===== src/rtl/fadd_shift_arbiter_pkg.sv =====
// Shared constants and direction encoding for the FP adder shift arbiter.
// SHIFT_STICKY_EN (optional define) builds the right-shift sticky logic.
package fadd_shift_arbiter_pkg;

  localparam int W_DEF  = 11;
  localparam int SW_DEF = 5;
  localparam int TW_DEF = 2;

  typedef enum logic {
    DIR_RIGHT = 1'b0,
    DIR_LEFT  = 1'b1
  } dir_t;

endpackage


===== src/rtl/fadd_shift_arbiter_shift_unit.sv =====
// Combinational 11-bit shifter: right shift for alignment, left for normalization.
// Sticky (OR of bits lost by a right shift) exists only when SHIFT_STICKY_EN is defined.
module shift_unit_11bit
  import fadd_shift_arbiter_pkg::*;
#(
  parameter int W  = W_DEF,
  parameter int SW = SW_DEF
) (
  input  logic [W:1]  data,
  input  logic [SW:1] amt,
  input  dir_t        dir,
  output logic [W:1]  shifted,
  output logic        sticky
);

  logic [W:1] right_res;
  logic [W:1] left_res;

  // Amounts of W or more naturally shift everything out, giving zero.
  assign right_res = data >> amt;
  assign left_res  = data << amt;
  assign shifted   = (dir == DIR_LEFT) ? left_res : right_res;

`ifdef SHIFT_STICKY_EN
  logic [W:1] lost_mask;

  // Ones in the positions a right shift by amt discards.
  assign lost_mask = ~({W{1'b1}} << amt);
  assign sticky    = (dir == DIR_RIGHT) && (|(data & lost_mask));
`else
  assign sticky = 1'b0;
`endif

endmodule


===== src/rtl/fadd_shift_arbiter.sv =====
// Round-robin arbiter sharing one shift unit between alignment and normalization,
// with a one-deep registered result. SHIFT_STICKY_EN enables res_sticky.
module fadd_shift_arbiter
  import fadd_shift_arbiter_pkg::*;
#(
  parameter int W  = W_DEF,
  parameter int SW = SW_DEF,
  parameter int TW = TW_DEF
) (
  input  logic          clk,
  input  logic          reset,
  input  logic          al_valid,
  output logic          al_ready,
  input  logic [W:1]    al_data,
  input  logic [SW:1]   al_amt,
  input  logic [TW:1]   al_tag,
  input  logic          nm_valid,
  output logic          nm_ready,
  input  logic [W:1]    nm_data,
  input  logic [SW:1]   nm_amt,
  input  logic [TW:1]   nm_tag,
  output logic          res_valid,
  input  logic          res_ready,
  output logic [W:1]    res_data,
  output logic          res_dir,
  output logic [TW:1]   res_tag,
  output logic          res_sticky
);

  dir_t        last_grant;
  dir_t        sel_dir;
  logic        slot_free;
  logic        grant_al;
  logic        grant_nm;
  logic [W:1]  sel_data;
  logic [SW:1] sel_amt;
  logic [TW:1] sel_tag;
  logic [W:1]  shifted;
  logic        sticky;

  // On a tie the requester that did not win last time is granted.
  always_comb begin
    slot_free = !res_valid || res_ready;
    grant_al  = !reset && slot_free && al_valid && (!nm_valid || last_grant == DIR_LEFT);
    grant_nm  = !reset && slot_free && nm_valid && (!al_valid || last_grant == DIR_RIGHT);
    sel_dir   = grant_nm ? DIR_LEFT : DIR_RIGHT;
    sel_data  = grant_nm ? nm_data : al_data;
    sel_amt   = grant_nm ? nm_amt : al_amt;
    sel_tag   = grant_nm ? nm_tag : al_tag;
  end

  assign al_ready = grant_al;
  assign nm_ready = grant_nm;

  shift_unit_11bit #(
    .W  (W),
    .SW (SW)
  ) u_shift (
    .data    (sel_data),
    .amt     (sel_amt),
    .dir     (sel_dir),
    .shifted (shifted),
    .sticky  (sticky)
  );

  always_ff @(posedge clk) begin
    if (reset) begin
      res_valid  <= 1'b0;
      res_data   <= '0;
      res_dir    <= DIR_RIGHT;
      res_tag    <= '0;
      res_sticky <= 1'b0;
      last_grant <= DIR_LEFT;
    end else if (grant_al || grant_nm) begin
      res_valid  <= 1'b1;
      res_data   <= shifted;
      res_dir    <= sel_dir;
      res_tag    <= sel_tag;
      res_sticky <= sticky;
      last_grant <= sel_dir;
    end else if (res_ready) begin
      res_valid <= 1'b0;
    end
  end

endmodule


===== config.mk =====
export PLATFORM = sky130hd
export DESIGN_NAME = fadd_shift_arbiter
export DESIGN_NICKNAME = d
export VERILOG_FILES = /design/src/rtl/fadd_shift_arbiter_pkg.sv /design/src/rtl/fadd_shift_arbiter_shift_unit.sv /design/src/rtl/fadd_shift_arbiter.sv
export SDC_FILE = /design/constraint.sdc
export NUM_CORES = 1
export LEC_CHECK = 0
export ABC_CLOCK_PERIOD_IN_PS = 2750
export CAP_MARGIN = 20
export CORE_MARGIN = 8
export CORE_UTILIZATION = 51
export CTS_CLUSTER_SIZE = 14
export DETAILED_ROUTE_END_ITERATION = 10
export PLACE_DENSITY = 0.93
export SYNTH_ARGS = -nofsm -noshare
export SYNTH_HDL_FRONTEND = slang
export SYNTH_SLANG_ARGS = --single-unit

===== constraint.sdc =====
create_clock -name clk -period 2.75 [get_ports clk]
set_input_delay 0.4125 -clock clk [delete_from_list [all_inputs] [get_ports clk]]
set_output_delay 0.4125 -clock clk [all_outputs]
set_load 0.05 [all_outputs]

==> impl_metrics.env, run 1 <==
export IMPL_outcome="finished, final reports clean"
export IMPL_intPower_mw=0.497
export IMPL_rr_worst_depth=5
export IMPL_ys_async_sr_fraction_pct=0
export IMPL_die_h_um=76.0
export IMPL_drt_first_pass_iters=5
export IMPL_via_per_inst=6.46
export IMPL_p_sw_share_pct=38.7
export IMPL_die_w_um=76.0
export IMPL_fillCellCount=259
export IMPL_coreArea_um2=3390
export IMPL_endpoint_kind="primary output"
export IMPL_drtIter0Drc=270
export IMPL_slew_viol_final=0
export IMPL_drt_wl_total_um=5880
export IMPL_ir_drop_uv=152
export IMPL_synth_edf_count=0
export IMPL_grt_pass1_vias=1980
export IMPL_cellLeakagePower_nw=0.936
export IMPL_area_growth_pct=36.5
export IMPL_start_kind="input pin"
export IMPL_setup_viol=0
export IMPL_port_buffers=57
export IMPL_gp_congestion=0.972
export IMPL_antenna_found_initial=0
export IMPL_max_freq_mhz=402
export IMPL_final_min_clock_period_ns=2.49
export IMPL_arrival_ns=2.07
export IMPL_hold_viol_final=0
export IMPL_synth_area_top_cells="dfxtp_1, mux4_2, mux2i_1, mux2_2, o21ai_0"
export IMPL_power_density_nw_per_um2=324
export IMPL_clkTransAtPathRegs_ns=0.09
export IMPL_cts_htree_levels=1
export IMPL_tritoncts="built"
export IMPL_dieArea_um2=5770
export IMPL_synth_nets=247
export IMPL_rsz0062_at_grt="no"
export IMPL_ios=59
export IMPL_cts_sinks=16
export IMPL_hold_class="reg -> reg"
export IMPL_cp_required_ns=2.34
export IMPL_maxCapViolations=0
export IMPL_cts_buffers_inserted=3
export IMPL_routedWlPerCell_um=19.1
export IMPL_drc=0
export IMPL_root_buffer="clkbuf_4"
export IMPL_synth_area_um2=1840
export IMPL_crit_path_max_fanout=14
export IMPL_crit_type="in -> out"
export IMPL_synth_seq_area_share_pct=17.5
export IMPL_postCtsResizedCells=0
export IMPL_synth_flop_cell="dfxtp_1"
export IMPL_reg2reg_slack_ns=0.83
export IMPL_syn_area_per_cell_um2=8.91
export IMPL_p_comb_share_pct=52.7
export IMPL_slew_headroom_pct=63.6
export IMPL_reg2reg_to="res_data[10]"
export IMPL_num_vias=1983
export IMPL_diodes=0
export IMPL_rr_startpoint="last_grant"
export IMPL_tns_ns=0
export IMPL_min_from="res_data[6]"
export IMPL_dp_hpwl_um=4820
export IMPL_holdPathEnd="res_data[6]"
export IMPL_tightest_slew_ns=0.541
export IMPL_yosys_area_top_type="dfxtp_1"
export IMPL_whs_path_depth=2
export IMPL_fin_skew_ns=0.00373
export IMPL_grt_use_total_pct=20.3
export IMPL_dp_cells=304
export IMPL_fin_util_pct=73.9
export IMPL_p_sw_mw=0.314
export IMPL_clkPwrFrac_pct=15.6
export IMPL_synthCells=206
export IMPL_clockBufferDepth=2
export IMPL_grt_pass1_wl_um=10000
export IMPL_hold_buffers=0
export IMPL_seq_power_share_pct=31.7
export IMPL_layout_commonest_cell="clkdlybuf4s50_1"
export IMPL_cts_setup_buffers=0
export IMPL_final_cell_mix="clkdlybuf4s50_1, mux2i_1, nor2_1"
export IMPL_drive_gt1_share_pct=19.5
export IMPL_grt_max_degree=23
export IMPL_final_cells=307
export IMPL_synthDistinctLibCells=54
export IMPL_nets=304
export IMPL_ys_ff_latch=16
export IMPL_gr_total_overflow=0
export IMPL_start_util_pct=54.2
export IMPL_finalCritPeriodShare_pct=90.4
export IMPL_yosys_warnings=0
export IMPL_rows=21
export IMPL_clock_latency_ns=0.29
export IMPL_drtAntennaViolNets=0
export IMPL_synth_top_area_share_pct=17.5
synth_stat cells (all sizes together), types with 3 or more instances:
cell / count
a31oi: 3
and2: 3
nor2: 19
a211oi: 5
mux2: 9
clkbuf: 3
a21boi: 3
a21oi: 7
nand4: 3
nand2: 12
o31ai: 5
mux2i: 24
o21ai: 15
nand3: 4
inv: 4
dfxtp: 16
a211o: 3
nor3: 9
mux4: 12
buf: 14
final cells by class:
cell class	instances	area [µm²]	area share [%]
Sequential cell	16	320	12.8
Clock buffer	3	22.5	0.899
Timing Repair Buffer	69	693	27.7
Multi-Input combinational cell	169	1400	55.7
Tap cell	46	57.6	2.30
Inverter	4	15.0	0.599
logic make-up (layout without fill, tap and decap cells):
group / count (synthesis) / count (layout) / synth area share [%]
AO/OA/AOI/OAI: 60 / 60 / 24.2
buffers and inverters: 21 / 76 / 6.48
flip-flops: 16 / 16 / 17.5
multiplexers: 45 / 45 / 33.5
other: 1 / 1 / 0.204
AND/OR/NAND/NOR: 63 / 63 / 18.1
worst max-delay path, cell delays in order:
cell	delay, ns
clkdlybuf4s50_1	0.72
inv_2	0.20
nand3_2	0.11
inv_2	0.12
nor2_1	0.31
buf_12	0.18
routing by layer:
metal  global-route usage, %  up-vias  share of wire, %
met3                    3.54       24               6.7
met5                       0        -                 0
met4                    10.2        0               4.0
li1                        -      920                 -
met2                    33.0      112                48
met1                    24.9      927                41
flip-flops by register name, summed over array words and instances, names as in the netlist:
name,flops
res_tag,2
res_dir,1
last_grant,1
res_data,11
res_valid,1
how the worst max path moves through the flow:
stage               slack (ns)            to  startpoint
floorplan                 0.48    res_tag[1]   res_valid
global placement          0.33   res_data[7]   nm_amt[2]
detailed placement        0.27  res_data[10]   al_amt[1]
CTS                       0.30      al_ready       reset
global route              0.17      al_ready       reset
finish                    0.26      al_ready       reset
through the flow:
step	setup slack [ns]	instance area [µm²]	power, mW	hold slack, ns
after CTS	0.298	2500	0.808	0.471
after floorplan	0.485	1840	0.522	0.481
final	0.265	2500	0.810	0.466
after global routing	0.166	2500	0.856	0.499
after detailed placement	0.268	2480	0.684	0.449
after global placement	0.325	2480	0.675	0.441
power groups by stage:
stage | Clock, mW | Combinational [mW] | Sequential (mW)
3_3_place_gp | 0 | 0.414 | 0.261
6_report | 0.126 | 0.427 | 0.257
4_1_cts | 0.128 | 0.423 | 0.257
3_5_place_dp | 0 | 0.421 | 0.262
2_1_floorplan | 0 | 0.211 | 0.311
5_1_grt | 0.143 | 0.454 | 0.259
Note: power is estimated with default switching activity, not from simulation.
==> run 2, diff against run 1 <==
--- a/config.mk
+++ b/config.mk
@@ -11,6 +11,7 @@
 export CORE_UTILIZATION = 51
 export CTS_CLUSTER_SIZE = 14
 export DETAILED_ROUTE_END_ITERATION = 10
+export GPL_TIMING_DRIVEN = 0
 export PLACE_DENSITY = 0.93
 export SYNTH_ARGS = -nofsm -noshare
 export SYNTH_HDL_FRONTEND = slang
==> run 2 against run 1 <==
  * Clock-buffer cell count is 1 higher
  * Combinational power is 4% lower
  * Worst setup slack worse by 0.11 ns
  * Sequential cell count stayed put
  * Sequential share of layout area is 0.21 points higher
  * First-iteration DRC count is 4.4% higher
  * Register-to-register slack worse by 0.02 ns
  * Via count is 2.3% lower
==> impl_metrics.env, run 2 (synthesis results as in run 1) <==
export IMPL_largest_reg_flops=11
export IMPL_final_cell_mix="clkdlybuf4s50_1, mux2i_1, nor2_1"
export IMPL_grt_use_total_pct=18.8
export IMPL_min_from="reset"
export IMPL_grt_pass1_wl_um=9300
export IMPL_die_w_um=76.0
export IMPL_regMostFlops="res_data"
export IMPL_dp_cells=306
export IMPL_drtAntennaViolNets=0
export IMPL_cts_buffers_inserted=3
export IMPL_start_kind="input pin"
export IMPL_intPower_mw=0.517
export IMPL_grt_max_degree=11
export IMPL_final_min_clock_period_ns=2.60
export IMPL_dieArea_um2=5770
export IMPL_largestRegisters="res_data (11), res_tag (2)"
export IMPL_slew_headroom_pct=65.1
export IMPL_hold_class="in -> reg"
export IMPL_cellLeakagePower_nw=0.931
export IMPL_area_growth_pct=34.2
export IMPL_layout_commonest_cell="clkdlybuf4s50_1"
export IMPL_drc=0
export IMPL_ir_drop_uv=192
export IMPL_hold_buffers=0
export IMPL_critPathLaunch="res_ready"
export IMPL_ios=59
export IMPL_clockBufferDepth=2
export IMPL_num_vias=1937
export IMPL_slowest_delay_ns=0.56
export IMPL_rows=21
export IMPL_tightest_slew_ns=0.523
export IMPL_diodes=0
export IMPL_outcome="finished, final reports clean"
export IMPL_drt_first_pass_iters=4
export IMPL_rr_startpoint="res_valid"
export IMPL_cp_required_ns=2.34
export IMPL_arrival_ns=2.18
export IMPL_root_buffer="clkbuf_4"
export IMPL_seqCellArea_um2=320
export IMPL_tritoncts="built"
export IMPL_reg2reg_to="res_data[3]"
export IMPL_nets=306
export IMPL_multi_input_area_um2=1400
export IMPL_max_freq_mhz=385
export IMPL_die_h_um=76.0
export IMPL_p_sw_share_pct=37.4
export IMPL_clock_latency_ns=0.30
export IMPL_slew_viol_final=0
export IMPL_cts_htree_levels=1
export IMPL_power_density_nw_per_um2=335
export IMPL_setup_viol=0
export IMPL_clkPwrFrac_pct=19.3
export IMPL_gp_congestion=0.969
export IMPL_p_sw_mw=0.309
export IMPL_crit_type="in -> out"
export IMPL_drtIter0Drc=282
export IMPL_clkTransAtPathRegs_ns=0.10
export IMPL_crit_path_max_fanout=5
export IMPL_dp_hpwl_um=4550
export IMPL_cts_sinks=16
export IMPL_gr_total_overflow=0
export IMPL_routedWlPerCell_um=17.9
export IMPL_crit_path_end="al_ready"
export IMPL_reg2reg_slack_ns=0.81
export IMPL_coreArea_um2=3390
export IMPL_hold_viol_final=0
export IMPL_drive_gt1_share_pct=20.1
export IMPL_maxCapViolations=0
export IMPL_grt_pass1_vias=1926
export IMPL_rr_worst_depth=6
export IMPL_fillCellCount=274
export IMPL_crit_chain="clkdlybuf4s50_1 > and2b_4 > or3_1 > nor2_1 > dlygate4sd2_1"
export IMPL_start_util_pct=54.2
export IMPL_tns_ns=0
export IMPL_port_buffers=54
export IMPL_final_cells=310
export IMPL_endpoint_kind="primary output"
export IMPL_seq_power_share_pct=31.0
export IMPL_antenna_found_initial=0
export IMPL_drt_wl_total_um=5550
export IMPL_p_comb_share_pct=49.7
export IMPL_fin_skew_ns=0.00913
export IMPL_rsz0062_at_grt="no"
export IMPL_finalCritPeriodShare_pct=94.4
export IMPL_slowest_stage="dlygate4sd2_1"
export IMPL_via_per_inst=6.25
==> run 2: what timing repair did <==
action,in CTS,in global routing
gates resized for setup,3,1
gates cloned,0,0
buffers inserted,0,0
setup endpoints to repair,2,1
==> run 2: power groups by stage <==
stage / combinational (mW) / sequential, mW / clock (mW)
after floorplan: 0.211 / 0.311 / 0
after global placement: 0.401 / 0.260 / 0
after detailed placement: 0.407 / 0.261 / 0
after CTS: 0.408 / 0.256 / 0.157
after global routing: 0.439 / 0.258 / 0.172
final: 0.410 / 0.256 / 0.160
==> run 2: area by class of cell <==
type	count	area share, %
Multi-Input combinational cell	169	56.7
Timing Repair Buffer	54	21.7
Sequential cell	16	13.0
Buffer	17	4.22
Tap cell	46	2.34
Clock buffer	4	1.47
Inverter	4	0.609
==> run 2: worst max-delay path, delay by kind of cell <==
family | cells | cell delay (ns)
buffers and inverters | 2 | 1.02
AND/OR/NAND/NOR | 3 | 0.74
==> run 2: routing by layer <==
layer  up-vias  track usage [%]  part of all wire [%]
met3        11             3.77                   7.1
li1        927                -                     -
met2        91             31.4                    49
met1       908             23.0                    42
met4         0             7.25                   2.5
met5         -                0                     0
==> run 2: how the worst min path moves through the flow <==
| stage | endpoint | depth (start not counted) | slack, ns |
|---|---|---|---|
| after floorplan | last_grant | 1 | 0.48 |
| after global placement | res_data[6] | 2 | 0.44 |
| after detailed placement | res_data[6] | 2 | 0.45 |
| after CTS | res_tag[2] | 2 | 0.44 |
| after global routing | res_tag[2] | 2 | 0.45 |
| final | res_tag[2] | 2 | 0.44 |
==> run 2: per-stage QoR <==
| stage | hold WS (ns) | util, % | total power, mW | setup slack, ns | instance area, µm² |
|---|---|---|---|---|---|
| finish | 0.436 | 72.7 | 0.826 | 0.154 | 2460 |
| CTS | 0.439 | 72.8 | 0.820 | 0.0220 | 2470 |
| floorplan | 0.481 | - | 0.522 | 0.485 | 1840 |
| global route | 0.450 | 72.7 | 0.868 | 0.0982 | 2460 |
| global placement | 0.444 | 71.8 | 0.662 | -0.238 | 2430 |
| detailed placement | 0.452 | 71.8 | 0.669 | -0.286 | 2430 |
